<file path="config.mk">
export PLATFORM = sky130hd
export DESIGN_NAME = min_search
export DESIGN_NICKNAME = d
export VERILOG_FILES = /design/src/rtl/min_search_pkg.sv /design/src/rtl/min_tree.sv /design/src/rtl/min_search.sv
export SDC_FILE = /design/constraint.sdc
export NUM_CORES = 1
export LEC_CHECK = 0
export ABC_AREA = 1
export BUFFER_PORTS_ARGS = -buffer_cell sky130_fd_sc_hd__buf_4
export CELL_PAD_IN_SITES_DETAIL_PLACEMENT = 0
export CELL_PAD_IN_SITES_GLOBAL_PLACEMENT = 1
export CORE_UTILIZATION = 43
export CTS_CLUSTER_DIAMETER = 120
export DETAILED_ROUTE_END_ITERATION = 8
export PLACE_DENSITY_LB_ADDON = 0.05
export SLEW_MARGIN = 20
export SYNTH_ARGS = -nofsm -noshare
export SYNTH_HDL_FRONTEND = slang
export SYNTH_SLANG_ARGS = --single-unit
</file>
<file path="constraint.sdc">
create_clock -name clk -period 6 [get_ports clk]
set_clock_uncertainty 0.2 [all_clocks]
set_input_delay 0.6 -clock clk [delete_from_list [all_inputs] [get_ports clk]]
set_output_delay 0.6 -clock clk [all_outputs]
set_load 0.005 [all_outputs]
</file>
<file path="src/rtl/min_search_pkg.sv">
// Shared types and helpers for the min_search block: FSM state encoding,
// the all-ones cost constant and the lane-index width helper.
package min_search_pkg;

  typedef enum logic {
    ACCUM  = 1'b0,
    RESULT = 1'b1
  } state_e;

  // Wide enough for any practical BIT_WIDTH; users slice the low bits.
  localparam int unsigned COST_MAX_W = 64;
  localparam logic [COST_MAX_W-1:0] COST_ALL_ONES = '1;

  // A single-lane build still needs a 1-bit lane field.
  function automatic int lane_idx_w(input int lanes);
    return (lanes > 1) ? $clog2(lanes) : 1;
  endfunction

endpackage

</file>
<file path="src/rtl/min_tree.sv">
// Combinational LANES-input argmin: a log2(LANES)-level tree of 2-input
// compare/select cells carrying the lane index and an eligibility bit.
module min_tree
  import min_search_pkg::*;
#(
  parameter int BIT_WIDTH = 14,
  parameter int LANES     = 4
) (
  input  logic [LANES*BIT_WIDTH-1:0]     cost_i,
  input  logic [LANES-1:0]               elig_i,
  output logic [BIT_WIDTH-1:0]           min_cost_o,
  output logic [lane_idx_w(LANES)-1:0]   min_lane_o,
  output logic                           any_o
);

  localparam int LW     = lane_idx_w(LANES);
  localparam int LEVELS = $clog2(LANES);

  logic [BIT_WIDTH-1:0] cost_n [LANES];
  logic [LW-1:0]        lane_n [LANES];
  logic                 elig_n [LANES];

  always_comb begin
    for (int k = 0; k < LANES; k++) begin
      cost_n[k] = cost_i[k*BIT_WIDTH +: BIT_WIDTH];
      lane_n[k] = LW'(k);
      elig_n[k] = elig_i[k];
    end
    // Reduced in place: node k of a level is built from nodes 2k and 2k+1.
    for (int lvl = 0; lvl < LEVELS; lvl++) begin
      for (int k = 0; k < (LANES >> (lvl + 1)); k++) begin
        // The right child wins only when strictly cheaper, so ties keep the lower index.
        if (elig_n[2*k+1] && (!elig_n[2*k] || (cost_n[2*k+1] < cost_n[2*k]))) begin
          cost_n[k] = cost_n[2*k+1];
          lane_n[k] = lane_n[2*k+1];
          elig_n[k] = 1'b1;
        end else begin
          cost_n[k] = cost_n[2*k];
          lane_n[k] = lane_n[2*k];
          elig_n[k] = elig_n[2*k];
        end
      end
    end
    min_cost_o = cost_n[0];
    min_lane_o = lane_n[0];
    any_o      = elig_n[0];
  end

endmodule

</file>
<file path="src/rtl/min_search.sv">
// Streaming minimum search over multi-lane cost beats: stage 1 registers the
// lane minimum, stage 2 keeps the running minimum. Optional lane masking
// is enabled by defining MIN_SEARCH_MASK_EN.
module min_search
  import min_search_pkg::*;
#(
  parameter int BIT_WIDTH   = 14,
  parameter int LANES       = 4,
  parameter int INDEX_WIDTH = 8
) (
  input  logic                         clk,
  input  logic                         rst,
  input  logic                         in_valid,
  output logic                         in_ready,
  input  logic                         in_last,
  input  logic [LANES*BIT_WIDTH-1:0]   in_data,
`ifdef MIN_SEARCH_MASK_EN
  input  logic [LANES-1:0]             in_mask,
  output logic                         out_none,
`endif
  output logic                         out_valid,
  input  logic                         out_ready,
  output logic [BIT_WIDTH-1:0]         out_element,
  output logic [INDEX_WIDTH-1:0]       out_index,
  output logic                         out_overflow,
  output state_e                       dbg_state_o
);

  // Handshakes: a transfer happens on a rising clk edge where valid and ready
  // are both high; valid holds its payload until then, and in_ready is a
  // function of registered state only (never of out_ready).

  localparam int LW    = lane_idx_w(LANES);
  localparam int LOG2L = $clog2(LANES);
  localparam int CW    = INDEX_WIDTH - LOG2L;
  localparam logic [BIT_WIDTH-1:0] ONES    = COST_ALL_ONES[BIT_WIDTH-1:0];
  localparam logic [CW:0]          CNT_SAT = {1'b1, {CW{1'b0}}};

  logic [LANES-1:0]     elig;
  logic [BIT_WIDTH-1:0] tree_cost;
  logic [LW-1:0]        tree_lane;
  logic                 tree_any;
  logic                 accept;

`ifdef MIN_SEARCH_MASK_EN
  assign elig = ~in_mask;
`else
  assign elig = '1;
`endif

  min_tree #(
    .BIT_WIDTH (BIT_WIDTH),
    .LANES     (LANES)
  ) u_tree (
    .cost_i     (in_data),
    .elig_i     (elig),
    .min_cost_o (tree_cost),
    .min_lane_o (tree_lane),
    .any_o      (tree_any)
  );

  // Stage 1: lane minimum of the accepted beat.
  logic                 s1_valid_q, s1_last_q, s1_any_q;
  logic [BIT_WIDTH-1:0] s1_cost_q;
  logic [LW-1:0]        s1_lane_q;

  assign accept = in_valid && in_ready;

  always_ff @(posedge clk or posedge rst) begin
    if (rst) begin
      s1_valid_q <= 1'b0;
      s1_last_q  <= 1'b0;
      s1_any_q   <= 1'b0;
      s1_cost_q  <= '0;
      s1_lane_q  <= '0;
    end else begin
      s1_valid_q <= accept;
      if (accept) begin
        s1_last_q <= in_last;
        s1_any_q  <= tree_any;
        s1_cost_q <= tree_cost;
        s1_lane_q <= tree_lane;
      end
    end
  end

  // Stage 2: running minimum, beat counter and sticky flags.
  state_e                 state_q, state_d;
  logic [BIT_WIDTH-1:0]   min_q, min_d;
  logic [INDEX_WIDTH-1:0] idx_q, idx_d;
  logic                   ovf_q, ovf_d;
  logic                   none_q, none_d;
  logic                   first_q, first_d;
  logic [CW:0]            cnt_q, cnt_d;
  logic [INDEX_WIDTH-1:0] beat_idx;
  logic                   sat_hit, ovf_now;

  assign beat_idx = (INDEX_WIDTH'(cnt_q[CW-1:0]) << LOG2L) | INDEX_WIDTH'(s1_lane_q);
  // The counter parks at 2^CW after the last legal beat; any beat arriving
  // there would exceed 2^INDEX_WIDTH candidates.
  assign sat_hit  = (cnt_q == CNT_SAT);
  assign ovf_now  = (ovf_q && !first_q) || sat_hit;

  always_comb begin
    min_d   = min_q;
    idx_d   = idx_q;
    ovf_d   = ovf_q;
    none_d  = none_q;
    first_d = first_q;
    cnt_d   = cnt_q;
    if (s1_valid_q) begin
      if (first_q) begin
        min_d  = s1_any_q ? s1_cost_q : ONES;
        idx_d  = s1_any_q ? beat_idx : '0;
        none_d = !s1_any_q;
        ovf_d  = 1'b0;
      end else begin
        ovf_d = ovf_now;
        if (!ovf_now && s1_any_q && (none_q || (s1_cost_q < min_q))) begin
          min_d  = s1_cost_q;
          idx_d  = beat_idx;
          none_d = 1'b0;
        end
      end
      first_d = s1_last_q;
      if (s1_last_q) begin
        cnt_d = '0;
      end else if (!sat_hit) begin
        cnt_d = cnt_q + 1'b1;
      end
    end
  end

  always_ff @(posedge clk or posedge rst) begin
    if (rst) begin
      min_q   <= '0;
      idx_q   <= '0;
      ovf_q   <= 1'b0;
      none_q  <= 1'b0;
      first_q <= 1'b1;
      cnt_q   <= '0;
    end else begin
      min_q   <= min_d;
      idx_q   <= idx_d;
      ovf_q   <= ovf_d;
      none_q  <= none_d;
      first_q <= first_d;
      cnt_q   <= cnt_d;
    end
  end

  // FSM: state register, next-state logic, output logic.
  always_ff @(posedge clk or posedge rst) begin
    if (rst) begin
      state_q <= ACCUM;
    end else begin
      state_q <= state_d;
    end
  end

  always_comb begin
    state_d = state_q;
    case (state_q)
      ACCUM:   if (s1_valid_q && s1_last_q) state_d = RESULT;
      RESULT:  if (out_ready) state_d = ACCUM;
      default: state_d = ACCUM;
    endcase
  end

  always_comb begin
    in_ready  = (state_q == ACCUM) && !(s1_valid_q && s1_last_q);
    out_valid = (state_q == RESULT);
  end

  assign out_element  = min_q;
  assign out_index    = idx_q;
  assign out_overflow = ovf_q;
  assign dbg_state_o  = state_q;
`ifdef MIN_SEARCH_MASK_EN
  assign out_none     = none_q;
`endif

endmodule

</file>
After elaboration in Yosys (flattened, before gate mapping)
Index checks and enable logic that the tools add are counted.
Operators by class
  reductions and logical operators: 15
  shift-type cells: 0
  $lt $le $gt $ge: 4
  $add $sub $neg: 1
  eq/ne operators: 2
  multipliers: 0
  muxes and demuxes: 20
  bitwise logic cells: 2
  div/mod/pow operators: 0
Operators with widths (count)
  14-bit 2-to-1 mux: 6
  14-bit less-than comparator: 4
  8-bit 2-to-1 mux: 3
  7-bit 2-to-1 mux: 2
  8-bit by 2-bit bitwise OR with 8-bit output: 1
  7-bit by 1-bit adder with 7-bit output (second input constant): 1
  7-bit == test (second input constant): 1
  1-bit 2-to-1 mux: 7
  1-bit logical AND: 6
  1-bit zero test: 4
  2-bit AND reduction: 2
  1-bit logical OR: 2
  2-bit 2-to-1 mux: 1
  2-bit != test (second input constant): 1
  1-bit one-hot mux with 2 select lines: 1
  2-bit nonzero test: 1
  1-bit NOT: 1
Storage, ports and cells
  memories kept: 0
  bits in read-only memories: 0
  output and inout port bits: 26
  RAM bits: 0
  latch bits: 0
  input bits: 61
  word-level logic and storage cells: 56
  flip-flop bits (word level): 52

Depth between registers and ports, before layout
Gate-level depths: netlist of the first run.
  word-level depth: 8
  gate-level depth with buffers: 23
  mapped depth without buffers: 21

Modules after synthesis
From an unflattened synthesis of the first run, not the netlist that was laid out.
Unflattened totals
  cell total of the unflattened synthesis: 657
  area, all modules: 4332.9 um2
Modules (own cells, without submodules)
  min_search: sequential area each 1302.5 um2, instances 1, area an instance 2670.1 um2, cells an instance 340
  min_tree: sequential area each 0.0 um2, instances 1, area an instance 1662.8 um2, cells an instance 317

Least setup slack after synthesis of the first run
OpenSTA, ideal clock, no wires.
  path type: input to register
  start point: input in_data[13]
  end point: register s1_cost_q[10]
  library setup time: 0.117 ns
  data required time: 5.683 ns
  data arrival time: 3.403 ns
  stages on the path: 20
  path buffers: 2
  path slack: 2.280 ns
  cells stage by stage: inv_1 > ha_1 > nand2_1 > nor2_2 > nand2_1 > nor2_2 > nand2_2 > nand2_4 > clkbuf_1 > nand2_1 > o21ai_0 > ha_1 > a21oi_1 > nand3b_1 > a21oi_1 > a2111oi_4 > clkbuf_1 > nand3_1 > nand3_2 > nand2_1
Between the ends
  longest elaborated chain between the ends: 4
Ends and longest elaborated chain
  start: declaration: RTL line min_search.sv:16  | input logic [LANES*BIT_WIDTH-1:0] in_data,
  14-bit less-than comparator: RTL line min_tree.sv:33  | if (elig_n[2*k+1] && (!elig_n[2*k] || (cost_n[2*k+1] < cost_n[2*k]))) begin
  14-bit 2-to-1 mux (*): RTL line min_tree.sv:33
  14-bit less-than comparator: RTL line min_tree.sv:33
  14-bit 2-to-1 mux (*): RTL line min_tree.sv:33
  end signal: assignment: RTL line min_search.sv:81  | s1_cost_q <= tree_cost;
  end: declaration: RTL line min_search.sv:64  | logic [BIT_WIDTH-1:0] s1_cost_q;
Every way passes the cells marked *; elsewhere a longest branch is shown, timed or not.
A chain may end at the register's enable or synchronous reset.

Final worst setup path of the first run
  start point: input in_data[41]
  end point: register s1_cost_q[1]
Same word-level chain as after synthesis.

==> results.toml, run 1 <==
[run_status]
outcome = "finished, final reports clean"

[yosys]
synth_top_family_by_area = "simple AND/OR/NAND/NOR gates"
synth_compound_area_share_pct = 12.2
synth.cell_area_um2 = 4100
async_reset_ff_share_pct = 100
synth_simple_gate_area_share_pct = 28.6
ys_ff_latch = 52
synth_top_area_cell = "dfrtp_1"
synth.area.top_cells = "dfrtp_1, ha_1, nand2_1, inv_1, o21ai_0"
synth-adder-area-share_pct = 16.5
synth_edf_count = 0
ys.flop_type = "dfrtp_1"
yosysSeqAreaShare_pct = 31.8
syn_inst = 574
yosysWarningCount = 0
netlist_top_cells_count = "nand2_1, inv_1, o21ai_0"
synth_xor_area_share_pct = 0
synthMuxAreaShare_pct = 0
yosys.area.top_type_share_pct = 31.1
synth_nets = 689
synth_area_per_cell_um2 = 7.15
ys_types = 29
synth.most_common_cell = "nand2_1"

[critical_path]
cpPeakStageDelay_ps = 720
worst-path-buf-inv = 3
cp.arrival_ps = 4100
path_cells = "buf_4 -> inv_1 -> ha_1 -> nand2_1 -> inv_1 -> nand2_1 -> nand3_1 -> nor2_2 -> nand2_4 -> o21ai_0 -> ha_1 -> a21oi_1 -> nand3b_1 -> a21oi_1 -> a2111oi_4 -> nand2_4 -> nand2_1 -> nand3_1 -> nand2_1"
crit_type = "in2reg"
worst_path_max_delay_cell = "a2111oi_4"
crit_family = "simple AND/OR/NAND/NOR gates"
cp_max_fo = 28
crit_top_cell = "nand2_1"
end_kind = "register"
worstSetupStartpointType = "input port"
cp.required_ps = 6040

[timing]
slew_headroom_pct = 35.2
finalWorstSetupSlack_ps = 1930
final-setup-viol-count = 0
hold_viol = 0
setup-tns-final_ps = 0
worstMarginPinSlew_ps = 968
rsz0062_at_grt = "false"
period_needed_ps = 4070
clock.fmax_mhz = 246
finalMaxSlewViolations = 0
final_min_period_over_clock_period_pct = 67.8

[drt]
drt-met1-wl_mm = 4.51
wire_per_inst_um = 11.6
drt-total-wl_mm = 9.09
drc_errors = 0
dr_wl_met3_um = 158
via_per_inst = 4.57
ant_nets = 0
dr.pass1.iters = 4
wl_met2_mm = 4.37
num_vias = 3576
top_layer = "met4"
drt-initial-drc-count = 161

[floorplan]
coreArea_um2 = 9240
start_util_pct = 44.4
die_w_um = 99.7
fp-row-count = 35
fp.dieH_um = 99.7
die-area_um2 = 9930
ioPinCount = 87

[power]
p_sw_w = 0.000683
combPwrFrac_pct = 50.2
p_per_area_nw_per_um2 = 328
seqPwrFrac_pct = 36.9
power.total_w = 0.00162
sw_frac_of_total_pct = 42.1
power.share.clock_pct = 12.9
intPower_w = 0.000938
leakagePower_nw = 2.71
vdd_ir_drop_max_uv = 133

[clock_network]
cts_num_sinks = 52
htreeDepth = 2
cts_buffers = 5
cts_setup_buffers = 0
cts_root_buf = "clkbuf_8"
post_cts_resized = 0
cts_tree = "done"
holdBufCountCts = 0
path_clk_slew_ps = 90
insertion_delay_ps = 300
clk_path_buf_depth = 2

[global_routing]
grt_pass1_wl_mm = 15.4
overflow = 0
grt_usage_pct = 19.2
grt_max_degree = 53
grt_pass1_vias = 3351
antenna_found_initial = 0

[finish]
antenna_cells = 0
fin_area_um2 = 4930
syn2layout_area_growth_pct = 20.3
utilization_pct = 53.4
drive_gt1_share_pct = 19.8
nNetsFinal = 767

[flow_run]
drv_cap = 0

[place]
dpl_worst_slack_ps = 1630
place.gp.congestion = 0.840
dp_hpwl_mm = 7.33
numPortBuffers = 86
place_area_um2 = 4840

[hold_path]
hold_path.class = "in2async"
## metal layers
layer  up-vias  track usage (%)
met5         -                0
met4         0             4.07
met3         2             1.55
met2        59             33.3
met1      1534             26.0
li1       1981                -
## cell families after synthesis
group / count (synthesis)
AND/OR/NAND/NOR: 262
buffers and inverters: 115
AO/OA/AOI/OAI: 91
adder cells (fa/ha/maj): 54
flip-flops: 52
## area by class of cell
cell class	count	area (um2)
tap	129	161
clock buffer	6	82.6
timing repair buffer	86	646
multi-input combinational	407	2350
fill	918	4310
inverter	100	377
clock inverter	2	15.0
sequential	52	1300
## flip-flops by register name, indices dropped and copies added, names as in the netlist
register / count
s1_last_q: 1
s1_any_q: 1
out_element: 14
out_overflow: 1
s1_valid_q: 1
cnt_q: 7
none_q: 1
out_index: 8
s1_lane_q: 2
s1_cost_q: 14
first_q: 1
dbg_state_o: 1
## path summary, 6_finish.rpt
kind                        startpoint            to  slack [ps]  depth (start not counted)
max                        in_data[41]  s1_cost_q[1]        1930                         19
min                                rst  out_index[6]         260                          2
max reg2reg                 s1_valid_q  s1_cost_q[1]        3300                          7
min reg2reg                   s1_any_q      s1_any_q         290                          2
max in group asynchronous          rst  s1_cost_q[7]        4830                          2
min in group clk             out_ready   dbg_state_o         270                          2
## layout by cell type, fill, tap and decap left out, drive strengths merged, types with 3 or more instances in the layout
| cell type | Yosys | final |
|---|---|---|
| a21oi | 24 | 24 |
| buf | 4 | 86 |
| clkbuf | 11 | 6 |
| clkinv | 2 | 3 |
| dfrtp | 51 | 51 |
| ha | 54 | 54 |
| inv | 98 | 97 |
| nand2 | 180 | 180 |
| nand3 | 38 | 38 |
| nand4 | 6 | 6 |
| nor2 | 31 | 31 |
| nor3 | 4 | 4 |
| o21ai | 61 | 61 |
## metrics by stage
step / std cells / hold slack [ps]
3_3_place_gp: 774 / 258
4_1_cts: 782 / 257
3_5_place_dp: 774 / 268
6_report: 782 / 256
5_1_grt: 782 / 272
2_1_floorplan: 574 / 244
## power groups by stage
stage / Sequential (W) / Clock, W / Combinational [W]
floorplan: 0.000578 / 0 / 0.000573
global placement: 0.000602 / 0 / 0.000804
detailed placement: 0.000606 / 0 / 0.000820
CTS: 0.000599 / 0.000215 / 0.000826
global route: 0.000617 / 0.000228 / 0.000959
finish: 0.000598 / 0.000208 / 0.000814
## worst register-to-register path, cell delays in order (launching register included)
cell,delay [ps]
dfrtp_1,460
nand2_1,160
inv_1,160
nor2_1,80
nand2_1,450
clkinv_1,710
nand3_1,300
nand2_1,70
Note: power is estimated with default switching activity, not from simulation.
==> inputs of run 2 (changes only) <==
--- a/config.mk
+++ b/config.mk
@@ -5,11 +5,11 @@
 export SDC_FILE = /design/constraint.sdc
 export NUM_CORES = 1
 export LEC_CHECK = 0
-export ABC_AREA = 1
+export ABC_AREA = 0
 export BUFFER_PORTS_ARGS = -buffer_cell sky130_fd_sc_hd__buf_4
 export CELL_PAD_IN_SITES_DETAIL_PLACEMENT = 0
 export CELL_PAD_IN_SITES_GLOBAL_PLACEMENT = 1
-export CORE_UTILIZATION = 43
+export CORE_UTILIZATION = 38
 export CTS_CLUSTER_DIAMETER = 120
 export DETAILED_ROUTE_END_ITERATION = 8
 export PLACE_DENSITY_LB_ADDON = 0.05
==> constraint.sdc (replaced) <==
create_clock -name clk -period 3.55 [get_ports clk]
set_clock_uncertainty 0.2 [all_clocks]
set_input_delay 0.355 -clock clk [delete_from_list [all_inputs] [get_ports clk]]
set_output_delay 0.355 -clock clk [all_outputs]
set_load 0.005 [all_outputs]
==> run 2 against run 1 <==
Critical path type unchanged. Combinational power rose to 2.7 times the previous value. The flow now finishes with violations (negative setup slack). Final cell count down 11%. Global-route usage is essentially flat.
==> results.toml, run 2 <==
[power]
power.share.clock_pct = 9.6
combPwrFrac_pct = 60.1
intPower_w = 0.00216
seqPwrFrac_pct = 30.3
p_per_area_nw_per_um2 = 612
sw_frac_of_total_pct = 39.9
p_sw_w = 0.00143
vdd_ir_drop_max_uv = 483
leakagePower_nw = 2.90

[yosys]
synth_top_area_cell = "dfrtp_1"
yosysWarningCount = 0
synth.most_common_cell = "ha_1"
yosys.area.top_type_share_pct = 32.0
synth_area_per_cell_um2 = 9.66
synth.cell_area_um2 = 3990
netlist_top_cells_count = "ha_1, inv_1, dfrtp_1"
ys.flop_type = "dfrtp_1"
yosysSeqAreaShare_pct = 32.6
ys_types = 49
async_reset_ff_share_pct = 100
synth.area.top_cells = "dfrtp_1, ha_1, inv_1, a21o_1, mux2_2"
ys_ff_latch = 52
synth_edf_count = 0
synth_nets = 528
syn_inst = 413

[critical_path]
path_cells = "buf_6 -> inv_2 -> ha_4 -> a21oi_2 -> nand2_1 -> a221oi_4 -> o21ai_4 -> buf_12 -> buf_8 -> mux2_4 -> ha_4 -> a21oi_2 -> o21ai_2 -> a211oi_2 -> or3b_4 -> o31a_4 -> buf_12 -> a21o_1 -> o21ai_1"
crit_type = "in2reg"
cpPeakStageDelay_ps = 430
crit_family = "compound AO/OA/AOI/OAI gates"
end_kind = "register"
worst_path_max_delay_cell = "or3b_4"
worst-path-buf-inv = 5
cp_max_fo = 7
worst-path-stages = 19
r2r_cells = 11
cp.arrival_ps = 3980
cp.required_ps = 3580
worstSetupStartpointType = "input port"

[timing]
finalMaxSlewViolations = 0
worstMarginPinSlew_ps = 979
slew_headroom_pct = 34.6
finalWorstSetupSlack_ps = -400
final_min_period_over_clock_period_pct = 111
final-setup-viol-count = 16
hold_viol = 0
rsz0062_at_grt = "true"
period_needed_ps = 3950
clock.fmax_mhz = 253

[drt]
num_vias = 3548
ant_nets = 0
wire_per_inst_um = 14.6
dr.pass1.iters = 4
drc_errors = 0
drt-initial-drc-count = 67
via_per_inst = 5.08
drt-total-wl_mm = 10.2

[clock_network]
cts_tree = "done"
cts_buffers = 5
path_clk_slew_ps = 100
insertion_delay_ps = 310
clk_path_buf_depth = 2
htreeDepth = 2
holdBufCountCts = 0
cts_num_sinks = 52
cts_root_buf = "clkbuf_8"

[global_routing]
antenna_found_initial = 0
overflow = 0
grt_pass1_vias = 3579
grt_max_degree = 43
grt_pass1_wl_mm = 17.0
grt_usage_pct = 19.2

[finish]
utilization_pct = 57.4
fillers = 938
final_cell_mix = "buf_4, dfrtp_1, inv_1, ha_1, nand2_1"
nNetsFinal = 676
syn2layout_area_growth_pct = 47.3
final_cells = 698
fin_area_um2 = 5880
mostFrequentLayoutCell = "buf_4"
drive_gt1_share_pct = 46.6
antenna_cells = 0

[floorplan]
fp.dieH_um = 104
coreArea_um2 = 10200
ioPinCount = 87
die-area_um2 = 10900
start_util_pct = 39.0
die_w_um = 104
fp-row-count = 37

[place]
dp_hpwl_mm = 8.08
place.gp.congestion = 0.820
dpl_worst_slack_ps = -791
dp_cells = 680
place_area_um2 = 5420
numPortBuffers = 86

[flow_run]
drv_cap = 0

[hold_path]
whs_path_depth = 2
hold_path.class = "in2reg"

[run_status]
violations = "negative setup slack"
outcome = "complete, but fails checks"
## run 2: cell count changes in the layout (fill, tap and decap cells not counted), sizes merged, moves of 22 or more
cell / change
a21o: +22
buf: +70
nand3: -33
o21ai: -34
inv: -43
nand2: -148
## run 2: logic make-up after synthesis
family | count (synthesis) | share of synthesized area [%]
multiplexers | 30 | 8.09
buffers and inverters | 69 | 7.53
adder cells (fa/ha/maj) | 54 | 16.9
flip-flops | 52 | 32.6
AO/OA/AOI/OAI | 123 | 24.7
XOR/XNOR | 2 | 0.439
AND/OR/NAND/NOR | 83 | 9.66
## run 2: worst paths after layout
check / end / slack (ps) / from
max: s1_cost_q[11] / -400 / in_data[40]
min: dbg_state_o / 7 / out_ready
max reg2reg: out_index[6] / 540 / out_element[7]
min reg2reg: out_index[5] / 310 / out_index[5]
max in group asynchronous: out_element[13] / 2430 / rst
min in group asynchronous: s1_cost_q[1] / 20 / rst
## run 2: power groups by stage
stage	logic [W]	registers [W]	clock network, W
final	0.00216	0.00109	0.000347
after global routing	0.00239	0.00113	0.000384
after CTS	0.00214	0.00109	0.000361
after detailed placement	0.00204	0.00111	0
after global placement	0.00200	0.00110	0
after floorplan	0.00141	0.00104	0
## run 2: worst reg2reg max path: stages (launching register included)
cell and delay [ps]:
dfrtp_1 360, inv_1 70, ha_1 310, a21o_1 160, a21o_1 170, a21o_1 200, a2111oi_4 370, o22ai_2 160
a2111oi_4 380, o21ai_2 70, buf_4 240, a22o_1 230
## run 2: per-stage QoR
step           power, W  TNS (ps)  hold WS (ps)
5_1_grt         0.00391     -7400          14.1
6_report        0.00360     -5400          7.11
2_1_floorplan   0.00245     -4320           248
3_5_place_dp    0.00314    -10850           290
4_1_cts         0.00360     -5050          4.83
3_3_place_gp    0.00309    -10040           278
## run 2: layout make-up
| type | instances | area, um2 | area share [%] |
|---|---|---|---|
| Sequential cell | 52 | 1300 | 22.2 |
| Tap cell | 136 | 170 | 2.90 |
| Inverter | 53 | 209 | 3.56 |
| Clock buffer | 5 | 68.8 | 1.17 |
| Clock inverter | 3 | 22.5 | 0.383 |
| Timing Repair Buffer | 157 | 1330 | 22.7 |
| Multi-Input combinational cell | 292 | 2770 | 47.1 |
## run 2: repair_timing
action	CTS	global route
pin swaps	4	18
cloned	2	1
gates resized for setup	39	10
buffers inserted	3	4
setup endpoints to repair	16	16
## run 2: metal layers
layer	share of wire (%)	wire, um	GRT usage (%)	vias up
met5	0	0	0	-
met1	48	4860	25.7	1689
met2	49	5020	33.2	71
li1	-	-	-	1783
met4	0.60	61	3.88	0
met3	2.6	270	2.13	5
